[config.mk]
export PLATFORM = sky130hd
export DESIGN_NAME = pc_fetch_unit_flat
export DESIGN_NICKNAME = d
export VERILOG_FILES = /design/src/rtl/cpu_types_pkg.sv /design/src/rtl/pc_fetch_unit_if.sv /design/src/rtl/fetch_btb.sv /design/src/rtl/pc_fetch_unit.sv /design/src/flat_wrapper.sv
export SDC_FILE = /design/constraint.sdc
export NUM_CORES = 1
export LEC_CHECK = 0
export CAP_MARGIN = 20
export CORE_AREA = 2 2 117 119
export CTS_BUF_LIST = sky130_fd_sc_hd__clkbuf_4 sky130_fd_sc_hd__clkbuf_8
export CTS_CLUSTER_DIAMETER = 100
export DETAILED_ROUTE_END_ITERATION = 10
export DIE_AREA = 0 0 119 121
export GPL_ROUTABILITY_DRIVEN = 0
export GPL_TIMING_DRIVEN = 0
export PLACE_DENSITY = 0.79
export SLEW_MARGIN = 20
export SYNTH_ARGS = -nofsm -noshare
export SYNTH_HDL_FRONTEND = slang
export SYNTH_HIERARCHICAL = 1
export SYNTH_SLANG_ARGS = --single-unit
[constraint.sdc]
create_clock -name CLK -period 4.8 [get_ports CLK]
set_input_delay 0.96 -clock CLK [delete_from_list [all_inputs] [get_ports CLK]]
set_output_delay 0.96 -clock CLK [all_outputs]
set_load 0.05 [all_outputs]
[src/rtl/cpu_types_pkg.sv]
// Shared types for the fetch stage: machine word, fetch FSM states and BTB entry layout.
package cpu_types_pkg;

    localparam int unsigned WORD_W = 32;
    localparam int unsigned CTR_W  = 2;

    typedef logic [WORD_W-1:0] word_t;

    typedef enum logic [1:0] {
        RUN   = 2'd0,
        DRAIN = 2'd1,
        HALT  = 2'd2
    } fetch_state_t;

    // Tag is kept word-wide; the unused upper bits are always zero.
    typedef struct packed {
        logic             valid;
        word_t            tag;
        word_t            target;
        logic [CTR_W-1:0] ctr;
    } btb_entry_t;

    localparam word_t PC_STEP = 32'd4;

endpackage

[src/rtl/pc_fetch_unit_if.sv]
// Fetch-stage bus bundle: icache request, hazard/EX control inputs and IF/ID latch outputs.
interface pc_fetch_unit_if;
    import cpu_types_pkg::*;

    logic  ihit;
    word_t imemload;
    logic  imemREN;
    word_t imemaddr;
    logic  stall;
    logic  halt;
    logic  redirect_valid;
    word_t redirect_pc;
    logic  resolve_valid;
    word_t resolve_pc;
    logic  resolve_taken;
    word_t resolve_target;
    logic  ifid_enable;
    logic  ifid_flush;
    word_t imemload_out;
    word_t pcp4_out;
    word_t inst_pc_out;
    word_t predicted_pc_out;

    // master: the fetch unit itself
    modport master (
        input  ihit, imemload, stall, halt,
        input  redirect_valid, redirect_pc,
        input  resolve_valid, resolve_pc, resolve_taken, resolve_target,
        output imemREN, imemaddr,
        output ifid_enable, ifid_flush,
        output imemload_out, pcp4_out, inst_pc_out, predicted_pc_out
    );

    // slave: icache, hazard unit, EX stage and IF/ID latch seen as one environment
    modport slave (
        output ihit, imemload, stall, halt,
        output redirect_valid, redirect_pc,
        output resolve_valid, resolve_pc, resolve_taken, resolve_target,
        input  imemREN, imemaddr,
        input  ifid_enable, ifid_flush,
        input  imemload_out, pcp4_out, inst_pc_out, predicted_pc_out
    );

endinterface

[src/rtl/fetch_btb.sv]
// Direct-mapped branch target buffer with 2-bit saturating counters (FETCH_BTB_EN builds only).
// Lookup is combinational on the current PC; training writes at the clock edge, so a
// same-cycle lookup of the trained index still sees the old entry.
`ifdef FETCH_BTB_EN
module fetch_btb
    import cpu_types_pkg::*;
#(
    parameter int unsigned ENTRIES = 16
) (
    input  logic  CLK,
    input  logic  RST,
    input  word_t lookup_pc,
    input  word_t fallthru_pc,
    input  logic  resolve_valid,
    input  word_t resolve_pc,
    input  logic  resolve_taken,
    input  word_t resolve_target,
    output word_t predicted_pc
);

    localparam int unsigned IDX_W  = $clog2(ENTRIES);
    localparam int unsigned TAG_SH = IDX_W + 2;

    btb_entry_t       entries_q [ENTRIES];
    btb_entry_t       entries_d [ENTRIES];

    logic [IDX_W-1:0] lk_idx_c;
    logic [IDX_W-1:0] rs_idx_c;
    word_t            lk_tag_c;
    word_t            rs_tag_c;
    btb_entry_t       lk_ent_c;
    btb_entry_t       rs_old_c;
    btb_entry_t       rs_new_c;
    logic             lk_hit_c;

    assign lk_idx_c = lookup_pc[IDX_W+1:2];
    assign rs_idx_c = resolve_pc[IDX_W+1:2];
    assign lk_tag_c = lookup_pc >> TAG_SH;
    assign rs_tag_c = resolve_pc >> TAG_SH;

    // Prediction: taken only on a tag hit with a counter in the upper half.
    always_comb begin
        lk_ent_c     = entries_q[lk_idx_c];
        lk_hit_c     = lk_ent_c.valid && (lk_ent_c.tag == lk_tag_c);
        predicted_pc = fallthru_pc;
        if (lk_hit_c && lk_ent_c.ctr[1]) begin
            predicted_pc = lk_ent_c.target;
        end
    end

    // Training: hits move the counter, misses allocate a weakly-biased entry.
    always_comb begin
        entries_d = entries_q;
        rs_old_c  = entries_q[rs_idx_c];
        rs_new_c  = rs_old_c;
        if (rs_old_c.valid && (rs_old_c.tag == rs_tag_c)) begin
            if (resolve_taken && (rs_old_c.ctr != 2'd3)) begin
                rs_new_c.ctr = rs_old_c.ctr + 2'd1;
            end else if (!resolve_taken && (rs_old_c.ctr != 2'd0)) begin
                rs_new_c.ctr = rs_old_c.ctr - 2'd1;
            end
        end else begin
            rs_new_c.ctr = resolve_taken ? 2'd2 : 2'd1;
        end
        rs_new_c.valid  = 1'b1;
        rs_new_c.tag    = rs_tag_c;
        rs_new_c.target = resolve_target;
        if (resolve_valid) begin
            entries_d[rs_idx_c] = rs_new_c;
        end
    end

    always_ff @(posedge CLK or posedge RST) begin
        if (RST) begin
            for (int i = 0; i < int'(ENTRIES); i++) begin
                entries_q[i] <= '0;
            end
        end else begin
            entries_q <= entries_d;
        end
    end

endmodule
`endif

[src/rtl/pc_fetch_unit.sv]
// MIPS instruction-fetch stage: PC register, icache request and IF/ID latch control.
// Optional BTB prediction is built when FETCH_BTB_EN is defined; otherwise PC+4.
module pc_fetch_unit
    import cpu_types_pkg::*;
#(
    parameter word_t       PC_INIT     = 32'h0000_0000,
    parameter int unsigned BTB_ENTRIES = 16
) (
    input logic             CLK,
    input logic             RST,
    pc_fetch_unit_if.master fif
);

    fetch_state_t state_q;
    fetch_state_t state_d;
    word_t        pc_q;
    word_t        pc_d;
    word_t        pend_pc_q;
    word_t        pend_pc_d;
    word_t        pcp4_c;
    word_t        pred_pc_c;
    logic         ifid_en_c;
    logic         ifid_flush_c;

    assign pcp4_c = pc_q + PC_STEP;

`ifdef FETCH_BTB_EN
    fetch_btb #(
        .ENTRIES (BTB_ENTRIES)
    ) u_btb (
        .CLK            (CLK),
        .RST            (RST),
        .lookup_pc      (pc_q),
        .fallthru_pc    (pcp4_c),
        .resolve_valid  (fif.resolve_valid),
        .resolve_pc     (fif.resolve_pc),
        .resolve_taken  (fif.resolve_taken),
        .resolve_target (fif.resolve_target),
        .predicted_pc   (pred_pc_c)
    );
`else
    localparam int unsigned BTB_ENTRIES_UNUSED = BTB_ENTRIES;
    logic resolve_unused;

    assign pred_pc_c      = pcp4_c;
    assign resolve_unused = ^{fif.resolve_valid, fif.resolve_pc,
                              fif.resolve_taken, fif.resolve_target};
`endif

    // Next-state logic; priority halt > redirect > stall > ihit advance.
    always_comb begin
        state_d      = state_q;
        pc_d         = pc_q;
        pend_pc_d    = pend_pc_q;
        ifid_en_c    = 1'b0;
        ifid_flush_c = 1'b0;
        case (state_q)
            RUN: begin
                if (fif.halt) begin
                    state_d = HALT;
                end else if (fif.redirect_valid) begin
                    ifid_en_c    = 1'b1;
                    ifid_flush_c = 1'b1;
                    if (fif.ihit) begin
                        pc_d = fif.redirect_pc;
                    end else begin
                        pend_pc_d = fif.redirect_pc;
                        state_d   = DRAIN;
                    end
                end else if (fif.ihit && !fif.stall) begin
                    ifid_en_c = 1'b1;
                    pc_d      = pred_pc_c;
                end
            end
            // Wait for the outstanding miss at pc_q; its data is discarded.
            DRAIN: begin
                if (fif.halt) begin
                    state_d = HALT;
                end else if (fif.redirect_valid) begin
                    ifid_en_c    = 1'b1;
                    ifid_flush_c = 1'b1;
                    if (fif.ihit) begin
                        pc_d    = fif.redirect_pc;
                        state_d = RUN;
                    end else begin
                        pend_pc_d = fif.redirect_pc;
                    end
                end else if (fif.ihit) begin
                    pc_d    = pend_pc_q;
                    state_d = RUN;
                end
            end
            HALT: begin
                state_d = HALT;
            end
            default: begin
                state_d = RUN;
            end
        endcase
    end

    always_ff @(posedge CLK or posedge RST) begin
        if (RST) begin
            state_q   <= RUN;
            pc_q      <= PC_INIT;
            pend_pc_q <= '0;
        end else begin
            state_q   <= state_d;
            pc_q      <= pc_d;
            pend_pc_q <= pend_pc_d;
        end
    end

    // Request and latch strobes are forced low while reset is held.
    assign fif.imemREN          = !RST && (state_q != HALT);
    assign fif.imemaddr         = pc_q;
    assign fif.ifid_enable      = !RST && ifid_en_c;
    assign fif.ifid_flush       = !RST && ifid_flush_c;
    assign fif.imemload_out     = fif.imemload;
    assign fif.pcp4_out         = pcp4_c;
    assign fif.inst_pc_out      = pc_q;
    assign fif.predicted_pc_out = pred_pc_c;

endmodule

[src/flat_wrapper.sv]
// flat-port wrapper written by rule: the top's interface ports become plain ports
module pc_fetch_unit_flat import cpu_types_pkg::*;
#(
    parameter word_t       PC_INIT     = 32'h0000_0000,
    parameter int unsigned BTB_ENTRIES = 16
)
  (CLK, RST, fif_ihit, fif_imemload, fif_stall, fif_halt, fif_redirect_valid, fif_redirect_pc, fif_resolve_valid, fif_resolve_pc, fif_resolve_taken, fif_resolve_target, fif_imemREN, fif_imemaddr, fif_ifid_enable, fif_ifid_flush, fif_imemload_out, fif_pcp4_out, fif_inst_pc_out, fif_predicted_pc_out);
  pc_fetch_unit_if fif_i ();
  input logic CLK;
  input logic RST;
  input wire logic [$bits(fif_i.ihit)-1:0] fif_ihit;
  input wire logic [$bits(fif_i.imemload)-1:0] fif_imemload;
  input wire logic [$bits(fif_i.stall)-1:0] fif_stall;
  input wire logic [$bits(fif_i.halt)-1:0] fif_halt;
  input wire logic [$bits(fif_i.redirect_valid)-1:0] fif_redirect_valid;
  input wire logic [$bits(fif_i.redirect_pc)-1:0] fif_redirect_pc;
  input wire logic [$bits(fif_i.resolve_valid)-1:0] fif_resolve_valid;
  input wire logic [$bits(fif_i.resolve_pc)-1:0] fif_resolve_pc;
  input wire logic [$bits(fif_i.resolve_taken)-1:0] fif_resolve_taken;
  input wire logic [$bits(fif_i.resolve_target)-1:0] fif_resolve_target;
  output wire logic [$bits(fif_i.imemREN)-1:0] fif_imemREN;
  output wire logic [$bits(fif_i.imemaddr)-1:0] fif_imemaddr;
  output wire logic [$bits(fif_i.ifid_enable)-1:0] fif_ifid_enable;
  output wire logic [$bits(fif_i.ifid_flush)-1:0] fif_ifid_flush;
  output wire logic [$bits(fif_i.imemload_out)-1:0] fif_imemload_out;
  output wire logic [$bits(fif_i.pcp4_out)-1:0] fif_pcp4_out;
  output wire logic [$bits(fif_i.inst_pc_out)-1:0] fif_inst_pc_out;
  output wire logic [$bits(fif_i.predicted_pc_out)-1:0] fif_predicted_pc_out;
  assign fif_i.ihit = fif_ihit;
  assign fif_i.imemload = fif_imemload;
  assign fif_i.stall = fif_stall;
  assign fif_i.halt = fif_halt;
  assign fif_i.redirect_valid = fif_redirect_valid;
  assign fif_i.redirect_pc = fif_redirect_pc;
  assign fif_i.resolve_valid = fif_resolve_valid;
  assign fif_i.resolve_pc = fif_resolve_pc;
  assign fif_i.resolve_taken = fif_resolve_taken;
  assign fif_i.resolve_target = fif_resolve_target;
  assign fif_imemREN = fif_i.imemREN;
  assign fif_imemaddr = fif_i.imemaddr;
  assign fif_ifid_enable = fif_i.ifid_enable;
  assign fif_ifid_flush = fif_i.ifid_flush;
  assign fif_imemload_out = fif_i.imemload_out;
  assign fif_pcp4_out = fif_i.pcp4_out;
  assign fif_inst_pc_out = fif_i.inst_pc_out;
  assign fif_predicted_pc_out = fif_i.predicted_pc_out;
  pc_fetch_unit #(.PC_INIT(PC_INIT), .BTB_ENTRIES(BTB_ENTRIES)) u_core (.CLK(CLK), .RST(RST), .fif(fif_i));
endmodule
==> flow_summary.json <==
{
  "powerDensity_mw_per_mm2": 293.7,
  "routed_wl_mm": 15.31,
  "synth_top_area_cell": "dfrtp_1",
  "io_pins": 299,
  "cp-end-kind": "output port",
  "status": "complete, no violations",
  "cpLargestDelayFamily": "buffers and inverters",
  "startpoint_type": "flip-flop",
  "drt_pass1_iterations": 8,
  "min_period_over_period": 0.9496,
  "synth_xor_area_frac": 0.05222,
  "row_count": 42,
  "syn_inst": 508,
  "grt_max_degree": 47,
  "max_stage_delay_ps": 800,
  "dp_slack_ps": 470.3,
  "dp_hpwl_mm": 11.58,
  "critPathArrivalTime_ps": 3600,
  "path_buf_inv": 3,
  "synth_compound_area_frac": 0.1716,
  "drt-initial-drc-count": 499,
  "final_antenna_net_count": 0,
  "worstHoldPathType": "flip-flop to flip-flop",
  "ys_ff_latch": 66,
  "critPathSlowestCell": "clkdlybuf4s50_1",
  "synth-simple-area-share": 0.1407,
  "clk_pin_slew_ps": 70,
  "synthToLayoutAreaGrowth_pct": 52.52,
  "layout_commonest_cell": "clkdlybuf4s50_1",
  "drc": 0,
  "drt-wirelength-per-cell_um": 17.01,
  "fin_skew_ps": 9.263,
  "fmax_mhz": 219.4,
  "grt_pass1_vias": 4575,
  "fin_hold_ws_ps": 512.2,
  "yosys_warnings": 6,
  "muxShareOfSynthArea": 0.08633,
  "ys_seq_area_frac": 0.3517,
  "period_needed_ps": 4558,
  "initial_utilization": 0.3589,
  "rsz0062_at_grt": "no",
  "cts_root_buf": "clkbuf_8",
  "netlist_area_mm2": 0.004696,
  "path_cells": "ha_1 -> nand3_2 -> nor4_4 -> and3_1 -> clkbuf_1 -> nand2_1 -> xnor2_1 -> buf_4 -> clkdlybuf4s50_1",
  "worstReg2RegEnd": "u_core/fif.imemaddr[22]",
  "cts_resized": 0,
  "drive_above_1_share": 0.2348,
  "port_buffers": 199,
  "routed_via_density": 5.200,
  "hold_start": "u_core/pend_pc_q[11]",
  "htree_levels": 3,
  "p_leak_nw": 3.060,
  "whs_path_depth": 1,
  "vdd_ir_drop_max_mv": 0.1891,
  "final_cells": 900,
  "r2r_slack_ps": 2250,
  "fillers": 1109,
  "cts_max_path_buffers": 2,
  "cts_num_sinks": 66,
  "cts_tree": "built",
  "antenna_cells": 0,
  "final_nets": 856,
  "die_area_mm2": 0.01440,
  "worstMarginPinSlew_ps": 725.9,
  "grt_antenna_before_repair": 0,
  "layout_common_cells": "clkdlybuf4s50_1, buf_4, dfrtp_1, o21ai_0, nor2_1",
  "setup_viol": 0,
  "worstSkewPairLatency_ps": 350,
  "yosysUniqueCellTypes": 53,
  "grt_pass1_wl_mm": 24.07,
  "overflow": 0,
  "postCtsSetupRepairBufs": 0,
  "dr_total_vias": 4680,
  "relSlewSlack": 0.5143,
  "cts_hold_buf": 0,
  "synth_fa_ha_area_frac": 0.002665,
  "hold_viol": 0,
  "critPathRequiredTime_ps": 3840,
  "numCtsBuffers": 9,
  "drv_cap": 0,
  "synth_area_per_cell_um2": 9.244,
  "hold_end": "u_core/pend_pc_q[11]",
  "netlist.area_leader.share": 0.3517,
  "regArea_mm2": 0.001652,
  "multi_input_area_mm2": 0.002130,
  "track_usage": 0.2082,
  "ys_top_cells_by_area": "dfrtp_1, buf_4, mux2_2, o21ai_0, a222oi_1",
  "synth_fp_nets": 645,
  "rr_worst_depth": 6,
  "core_region_area_mm2": 0.01309,
  "slew_viol_final": 0,
  "die_h_um": 121,
  "die_x_um": 119,
  "rr_startpoint": "u_core/fif.imemaddr[2]",
  "path_class": "flip-flop to output port",
  "cp_max_fo": 9,
  "setup_ws_ps": 241.9,
  "dp.cells": 884,
  "synth_top_family_by_area": "buffers and inverters"
}
## power breakdown
group	internal [mW]	switching, mW	leakage [nW]	total, mW
registers	0.601	0.0591	0.860	0.660
clock network	0.309	0.212	0.117	0.521
logic	0.353	0.570	2.08	0.922
total	1.26	0.841	3.06	2.10
## routing by layer
metal / GRT usage / vias to the layer above / share of wire
met3: 0.04464 / 28 / 0.082
met2: 0.3631 / 253 / 0.50
met5: 0 / - / 0
met4: 0.07068 / 0 / 0.019
met1: 0.2553 / 2244 / 0.39
li1: - / 2155 / -
## kinds of logic after synthesis
logic type	count (synthesis)
flops	66
buf+inv	143
mux	36
xor+xnor	28
simple gates	116
compound gates	118
fa+ha+maj	1
## state kept, by name, indices dropped and copies added (netlist names)
register             cells
u_core/pend_pc_q        32
u_core/state_q           2
u_core/fif.imemaddr     32
## worst max path at each step
| stage | startpoint | end | slack, ps | cells after the start |
|---|---|---|---|---|
| after floorplan | u_core/fif.imemaddr[2] | fif_predicted_pc_out[30] | 500 | 8 |
| after global placement | RST | fif_ifid_flush | -680 | 4 |
| after detailed placement | u_core/fif.imemaddr[2] | fif_predicted_pc_out[30] | 470 | 9 |
| after CTS | u_core/fif.imemaddr[2] | fif_predicted_pc_out[30] | 100 | 9 |
| after global routing | u_core/fif.imemaddr[2] | fif_predicted_pc_out[30] | 10 | 9 |
| final | u_core/fif.imemaddr[2] | fif_predicted_pc_out[30] | 240 | 9 |
## final cells by class
cell class,count,area share
Buffer,132,0.1219
Clock buffer,15,0.02708
Clock inverter,1,0.004193
Inverter,11,0.006115
Multi-Input combinational cell,299,0.2973
Sequential cell,66,0.2306
Tap cell,176,0.03075
Timing Repair Buffer,200,0.2820
## stage by stage
step / total power, mW / TNS (ps) / utilization / instance area [um2]
after floorplan: 1.287 / 0 / - / 4696
after global placement: 1.575 / -675.3 / 0.5279 / 6908
after detailed placement: 1.593 / 0 / 0.5302 / 6938
after CTS: 2.109 / 0 / 0.5473 / 7162
after global routing: 2.180 / 0 / 0.5473 / 7162
final: 2.103 / 0 / 0.5473 / 7162
## cells in the mapped netlist, drive strengths merged
library cell and n:
a22oi 5, or4 3, inv 11, o41a 1, buf 107, o2bb2ai 4
or2 2, a22o 6, and3 5, and4 2, nand2 15, nor3 8
a21oi 15, o21ai 44, clkbuf 25, a31oi 2, o31a 6, and2 2
nand4 8, nor2 37, nor2b 2, o21a 2, o32a 1, nor4 4
nand3b 2, a21o 1, a221oi 3, a222oi 18, a21boi 2, ha 1
xor2 13, or3 1, nor4b 1, nand2b 5, xnor2 15, a41oi 1
mux2 36, nor3b 2, o22ai 5, dfrtp 66, o31ai 2, nand3 17
(Power assumes the default switching activity.)
